### config.mk
export PLATFORM = sky130hd
export DESIGN_NAME = maquina_cliente
export DESIGN_NICKNAME = d
export VERILOG_FILES = /design/src/rtl/maquina_cliente_pkg.sv /design/src/rtl/maquina_cliente_boton.sv /design/src/rtl/maquina_cliente.sv
export SDC_FILE = /design/constraint.sdc
export NUM_CORES = 1
export LEC_CHECK = 0
export CORE_ASPECT_RATIO = 0.7
export CORE_MARGIN = 4
export CORE_UTILIZATION = 35
export CTS_CLUSTER_DIAMETER = 200
export CTS_CLUSTER_SIZE = 25
export DETAILED_ROUTE_END_ITERATION = 12
export PLACE_DENSITY = 0.55
export SETUP_SLACK_MARGIN = 0.05
export SYNTH_ARGS = -nofsm -noshare
export SYNTH_HDL_FRONTEND = slang
export SYNTH_SLANG_ARGS = --single-unit
### constraint.sdc
create_clock -name clk -period 3.04 [get_ports clk]
set_input_delay 0.608 -clock clk [delete_from_list [all_inputs] [get_ports clk]]
set_output_delay 0.608 -clock clk [all_outputs]
set_load 0.02 [all_outputs]
### src/rtl/maquina_cliente_pkg.sv
// Shared encodings for the vending-machine client: FSM states, response codes,
// and the bit positions of the switch and LED buses of the vending machine.
package maquina_cliente_pkg;

  typedef enum logic [2:0] {
    ST_IDLE,
    ST_DIME,
    ST_NICK,
    ST_ACT,
    ST_WAIT,
    ST_SETTLE,
    ST_RESP
  } state_e;

  typedef enum logic [1:0] {
    STATUS_VEND    = 2'b00,
    STATUS_REFUND  = 2'b01,
    STATUS_TIMEOUT = 2'b10
  } status_e;

  localparam int SW_W  = 4;
  localparam int SW_D  = 0;
  localparam int SW_N  = 1;
  localparam int SW_R  = 2;
  localparam int SW_P  = 3;

  localparam int LED_W      = 7;
  localparam int LED_CREDIT = 4;  // D1..D4 occupy led[LED_CREDIT-1:0]
  localparam int LED_P1     = 4;
  localparam int LED_N1     = 5;
  localparam int LED_R1     = 6;

  localparam logic [SW_W-1:0] MASK_D = 4'b0001 << SW_D;
  localparam logic [SW_W-1:0] MASK_N = 4'b0001 << SW_N;
  localparam logic [SW_W-1:0] MASK_R = 4'b0001 << SW_R;
  localparam logic [SW_W-1:0] MASK_P = 4'b0001 << SW_P;

endpackage

### src/rtl/maquina_cliente_boton.sv
// One simulated button press: the masked switch bits go high for PULSE_W cycles,
// then low for GAP cycles; done marks the last low cycle so a new start can follow.
module boton_pulso
  import maquina_cliente_pkg::*;
#(
  parameter int PULSE_W = 2,
  parameter int GAP     = 4
) (
  input  logic            clk,
  input  logic            rst,
  input  logic            start,
  input  logic [SW_W-1:0] mask,
  output logic [SW_W-1:0] pulse,
  output logic            done
);

  localparam int PERIOD = PULSE_W + GAP;
  localparam int CW     = $clog2(PERIOD + 1);

  logic [CW-1:0]   cnt_q, cnt_d;
  logic            busy_q, busy_d;
  logic [SW_W-1:0] pulse_q, pulse_d;

  assign done  = busy_q && (cnt_q == CW'(PERIOD - 1));
  assign pulse = pulse_q;

  always_comb begin
    // NOTE: every _d gets a default first so no path through the block leaves it unassigned (no latch).
    cnt_d   = cnt_q;
    busy_d  = busy_q;
    pulse_d = pulse_q;
    if (start) begin
      busy_d  = 1'b1;
      cnt_d   = '0;
      pulse_d = mask;
    end else if (busy_q) begin
      if (done) begin
        busy_d  = 1'b0;
        pulse_d = '0;
      end else begin
        cnt_d   = cnt_q + CW'(1);
        pulse_d = (cnt_d < CW'(PULSE_W)) ? pulse_q : '0;
      end
    end
  end

  always_ff @(posedge clk or negedge rst) begin
    if (!rst) begin
      cnt_q   <= '0;
      busy_q  <= 1'b0;
      pulse_q <= '0;
    end else begin
      // NOTE: non-blocking so every flop samples the pre-edge value of its neighbours.
      cnt_q   <= cnt_d;
      busy_q  <= busy_d;
      pulse_q <= pulse_d;
    end
  end

endmodule

### src/rtl/maquina_cliente.sv
// Client that plays a coin/purchase sequence into a vending machine and reports
// how the machine answered (vend, refund or timeout), the credit and the change.
module maquina_cliente
  import maquina_cliente_pkg::*;
#(
  parameter int PULSE_W = 2,
  parameter int GAP     = 4,
  parameter int TIMEOUT = 255
) (
  input  logic             clk,
  input  logic             rst,
  input  logic             req_valid,
  output logic             req_ready,
  input  logic [2:0]       req_dimes,
  input  logic [2:0]       req_nickels,
  input  logic             req_cancel,
  output logic [SW_W-1:0]  sw,
  input  logic [LED_W-1:0] led,
  output logic             rsp_valid,
  output logic [1:0]       rsp_status,
  output logic [2:0]       rsp_change,
  output logic [3:0]       rsp_credit
);

  localparam int CNT_MAX = (TIMEOUT > GAP) ? TIMEOUT : GAP;
  localparam int TW      = $clog2(CNT_MAX + 1);

  state_e                  state_q, state_d;
  logic [2:0]              dimes_q, dimes_d;
  logic [2:0]              nickels_q, nickels_d;
  logic                    cancel_q, cancel_d;
  logic [TW-1:0]           cnt_q, cnt_d;
  status_e                 status_q, status_d;
  logic [2:0]              change_q, change_d;
  logic [3:0]              credit_q, credit_d;
  logic                    valid_q, valid_d;
  logic [LED_W-1:LED_P1]   led_hist_q, led_hist_d;

  logic                    start, press_done, launch, c_src;
  logic [SW_W-1:0]         mask;
  logic [2:0]              d_src, n_src;
  logic                    p1_rise, r1_rise, n1_rise;

  boton_pulso #(.PULSE_W(PULSE_W), .GAP(GAP)) u_boton (
    .clk   (clk),
    .rst   (rst),
    .start (start),
    .mask  (mask),
    .pulse (sw),
    .done  (press_done)
  );

  assign req_ready  = (state_q == ST_IDLE);
  assign rsp_valid  = valid_q;
  assign rsp_status = status_q;
  assign rsp_change = change_q;
  assign rsp_credit = credit_q;

  assign p1_rise = led[LED_P1] & ~led_hist_q[LED_P1];
  assign r1_rise = led[LED_R1] & ~led_hist_q[LED_R1];
  assign n1_rise = led[LED_N1] & ~led_hist_q[LED_N1];

  always_comb begin
    state_d    = state_q;
    dimes_d    = dimes_q;
    nickels_d  = nickels_q;
    cancel_d   = cancel_q;
    cnt_d      = cnt_q;
    status_d   = status_q;
    change_d   = change_q;
    credit_d   = credit_q;
    led_hist_d = led[LED_W-1:LED_P1];
    start      = 1'b0;
    mask       = '0;
    launch     = 1'b0;
    d_src      = '0;
    n_src      = '0;
    c_src      = cancel_q;

    unique case (state_q)
      ST_IDLE: begin
        if (req_valid) begin
          cancel_d = req_cancel;
          change_d = '0;
          launch   = 1'b1;
          d_src    = req_dimes;
          n_src    = req_nickels;
          c_src    = req_cancel;
        end
      end
      ST_DIME: begin
        if (press_done) begin
          launch = 1'b1;
          d_src  = dimes_q;
          n_src  = nickels_q;
        end
      end
      ST_NICK: begin
        if (press_done) begin
          launch = 1'b1;
          n_src  = nickels_q;
        end
      end
      ST_ACT: begin
        if (press_done) begin
          state_d = ST_WAIT;
          cnt_d   = '0;
        end
      end
      ST_WAIT: begin
        // P1 is tested first so a simultaneous P1/R1 counts as a vend.
        if (p1_rise) begin
          state_d  = ST_SETTLE;
          status_d = STATUS_VEND;
          cnt_d    = '0;
        end else if (r1_rise) begin
          state_d  = ST_SETTLE;
          status_d = STATUS_REFUND;
          cnt_d    = '0;
        end else if (cnt_q == TW'(TIMEOUT)) begin
          state_d  = ST_RESP;
          status_d = STATUS_TIMEOUT;
        end else begin
          cnt_d = cnt_q + TW'(1);
        end
      end
      ST_SETTLE: begin
        if (cnt_q == TW'(GAP - 1)) state_d = ST_RESP;
        else                       cnt_d   = cnt_q + TW'(1);
      end
      ST_RESP: state_d = ST_IDLE;
      default: state_d = ST_IDLE;
    endcase

    // Empty coin groups are skipped within the same edge, so no idle cycle is spent.
    if (launch) begin
      start = 1'b1;
      if (d_src != 3'd0) begin
        state_d   = ST_DIME;
        dimes_d   = d_src - 3'd1;
        nickels_d = n_src;
        mask      = MASK_D;
      end else if (n_src != 3'd0) begin
        state_d   = ST_NICK;
        nickels_d = n_src - 3'd1;
        mask      = MASK_N;
      end else begin
        state_d  = ST_ACT;
        credit_d = led[LED_CREDIT-1:0];
        mask     = c_src ? MASK_R : MASK_P;
      end
    end

    if ((state_q inside {ST_ACT, ST_WAIT, ST_SETTLE}) && n1_rise && (change_q != 3'd7))
      change_d = change_q + 3'd1;

    valid_d = (state_d == ST_RESP);
  end

  always_ff @(posedge clk or negedge rst) begin
    if (!rst) begin
      state_q    <= ST_IDLE;
      dimes_q    <= '0;
      nickels_q  <= '0;
      cancel_q   <= 1'b0;
      cnt_q      <= '0;
      status_q   <= STATUS_VEND;
      change_q   <= '0;
      credit_q   <= '0;
      valid_q    <= 1'b0;
      led_hist_q <= '0;
    end else begin
      state_q    <= state_d;
      dimes_q    <= dimes_d;
      nickels_q  <= nickels_d;
      cancel_q   <= cancel_d;
      cnt_q      <= cnt_d;
      status_q   <= status_d;
      change_q   <= change_d;
      credit_q   <= credit_d;
      valid_q    <= valid_d;
      led_hist_q <= led_hist_d;
    end
  end

endmodule

==> metrics <==
largest cells by area after synthesis=dfrtp_1, ha_1, mux2_1; area leader, netlist=dfrtp_1; clock root buffer=clkbuf_8; TritonCTS Sinks=39; hold bufs inserted after CTS=0; per-instance average area after synthesis=10.53 um^2; slack of the worst reg-to-reg path=0.40 ns; most common flop cell mapped by yosys=dfrtp_1; synth cell count leaders=dfrtp_1, inv_1, ha_1, nor2_1, nand2b_1; final setup fails=0; share of total power in the clock network=20.5%; Largest stage delay, worst path=0.49 ns; routed vias/inst=5.196; worst reg2reg startpoint=u_boton.cnt_q[1]; combinational fraction of design power=39.4%; total of fill cells in the finished design=572; startpoint types=input port; antenna diode instance count=0; asr flop ratio synth=100.0%; floorplan die area=7641 um^2; count of cells resized by post-cts repair=0; worst-case reg-to-reg path depth=11; antenna violations before repair=0; synthesized-area fraction occupied by ao, oa, aoi and oai cells=18.93%; final-layout setup total negative slack=0 ns; internal power consumption=1367 uW; clock transition at the registers of the reported paths=0.08 ns; overall routed net length=4952 um; die outline width=102.8 um; count of buffers from port buffering=31; path class of the lowest-slack min-delay path=in2async; Setup Crit Path Kind=in2reg; final setup skew=0.005408 ns; most used cell along the critical path=ha_1; number of warnings issued by yosys=0; overall track demand over capacity in global routing=14.37%; fin area=2709 um^2; post-synthesis share of cell area spent on xor and xnor gates=1.194%; area delta synth->final=23.08%; overflow left after global routing=0; I/O pins=32; final slew viol count=0; number of buffers created by CTS=5; time the worst path needs with I/O delays and setup=2.664 ns; total via count in the routed design=1,668; pin slew with the least headroom to its limit=0.9014 ns; count of H-tree levels built during CTS=2; vias in the first global route=1,673; worst setup slack after layout=0.3765 ns; run status=completed; pre-CTS setup slack=0.06186 ns; CP Data Required Time=3.22 ns; fmax=0.3754 GHz; cell chain of the critical path=clkdlybuf4s50_1 -> nor4b_4 -> a32oi_1 -> nand2b_1 -> ha_1 -> ha_1 -> nand2_1 -> nor2_1 -> o21ai_2 -> mux2_1; total core area=5899 um^2; net count of the mapped netlist=237; Static Leak=0.001171 uW; unrepaired setup endpoints after global routing=no; Site Rows=23; relative slew slack=39.91%; switching share of power=37.88%; # Max-Cap Violations=0; combined flip-flop and latch cell area=975.9 um^2; clock tree from TritonCTS=built; relative contribution of sequential cells to total power=40.1%; starting density of the core=37.31%; slowest stage cell on the critical path=clkdlybuf4s50_1; clock latency on the worst-skew pair=0.29 ns; DP Wirelength=3667 um; Detailed Routing Iterations Pass 1=4; post-synthesis sequential element count=39; Fin. Hold Viols=0; CP max FO=5; distinct cell type count after synthesis=54; fraction of layout cells with a size suffix above 1=12.20%; number of DRC markers after the initial detailed-route iteration=81; number of enable flip-flop cells after synthesis=0; Longest Clk Path Bufs=2; dominant combinational cell family by area after synthesis=simple AND/OR/NAND/NOR gates; area fraction of the dominant cell type after synthesis=44.34%; area share of fa/ha/maj cells after synthesis=6.254%; P per Cell Area=812.5 nW/um^2; buffers inserted during post-CTS setup optimization=0; Max IR drop VDD=0.0003531 V; sequential-to-total area share from yosys stat=44.34%; first-pass GRT wire length=8535 um; synthesized instance count=209; post-synth design cell area=2201 um^2; pin count of the biggest net entering global routing=40; type of destination of the critical path=flip-flop; area share of and/or/nand/nor cells after synthesis=19.16%; final period utilization=87.62%; placement-stage cell area=2591 um^2; height of the chip=74.35 um; area used by multi-input combinational logic=1115 um^2; data arrival time of the worst path=2.84 ns; RD Place Congestion=0.8877; cell with the most instances after synthesis=dfrtp_1; residual DRC count=0; capture point of the worst reg-to-reg path=rsp_credit[2]; share of synthesized area spent on multiplexers=5.117%; P_sw=833.8 uW; Layout Nets=273; Post-DRT Antenna Nets=0; Routed WL per cell=15.43 um
per-layer routing:
| metal | global-route usage (%) | up-vias | routed length [um] |
|---|---|---|---|
| li1 | - | 848 | - |
| met1 | 22.88 | 782 | 2819 |
| met2 | 19.10 | 36 | 1876 |
| met3 | 3.655 | 2 | 233 |
| met4 | 3.448 | 0 | 23 |
| met5 | 0 | - | 0 |
layout by cell type (no fill, tap or decap), types with 7 or more instances in the layout:
cell type        netlist  final
nand2b_1               9      9
dfrtp_1               39     39
o21ai_0                8      8
a31oi_1                7      7
ha_1                  11     11
clkdlybuf4s50_1        0     30
nor2_1                11     11
inv_1                 14     14
nand2_1                8      8
metrics by stage:
step	hold WS, ns	total power (uW)	util (%)	instances
floorplan	0.3124	1467	-	209
global placement	0.4731	1764	43.92	313
detailed placement	0.4799	1768	43.92	313
CTS	0.4742	2230	45.92	321
global route	0.5254	2369	45.92	321
finish	0.4436	2201	45.92	321
logic make-up after synthesis:
kind of cell    after synthesis
simple gates                 68
compound gates               55
flops                        39
buf+inv                      23
fa+ha+maj                    11
mux                          10
xor+xnor                      3
final cells by class:
| type | count | share of cell area (%) |
|---|---|---|
| Clock inverter | 2 | 1.293 |
| Sequential cell | 39 | 36.03 |
| Inverter | 15 | 2.079 |
| Tap cell | 75 | 3.464 |
| Multi-Input combinational cell | 147 | 41.15 |
| Clock buffer | 6 | 3.048 |
| Timing Repair Buffer | 37 | 12.93 |
worst max-delay path, delay by kind of cell:
kind / cells / cell delay, ns
compound gates: 2 / 0.31
buf+inv: 1 / 0.49
mux: 1 / 0.35
fa+ha+maj: 2 / 0.45
simple gates: 4 / 0.63
flip-flops by register name (all words and copies together), names as in the netlist:
signal	flops
rsp_change	3
state_q	3
cancel_q	1
nickels_q	3
rsp_valid	1
dimes_q	3
u_boton.busy_q	1
cnt_q	8
rsp_status	2
u_boton.cnt_q	3
led_hist_q	3
rsp_credit	4
u_boton.pulse	4
worst max path at each step:
stage | to | from | slack, ns | depth (start not counted)
global route | rsp_credit[0] | u_boton.cnt_q[1] | 0.11 | 11
finish | rsp_credit[2] | req_valid | 0.38 | 10
CTS | rsp_credit[2] | req_valid | 0.38 | 10
floorplan | rsp_credit[0] | u_boton.cnt_q[1] | 0.63 | 12
global placement | rsp_credit[0] | req_valid | 0.10 | 10
detailed placement | rsp_credit[2] | req_valid | 0.06 | 10
power by group through the flow:
stage / Combinational, uW / Clock (uW) / Sequential, uW
after global placement: 869 / 0 / 894
after detailed placement: 874 / 0 / 894
after global routing: 965 / 486 / 918
after CTS: 877 / 466 / 886
final: 868 / 451 / 882
after floorplan: 579 / 0 / 889
Note: power is estimated with default switching activity, not from simulation.
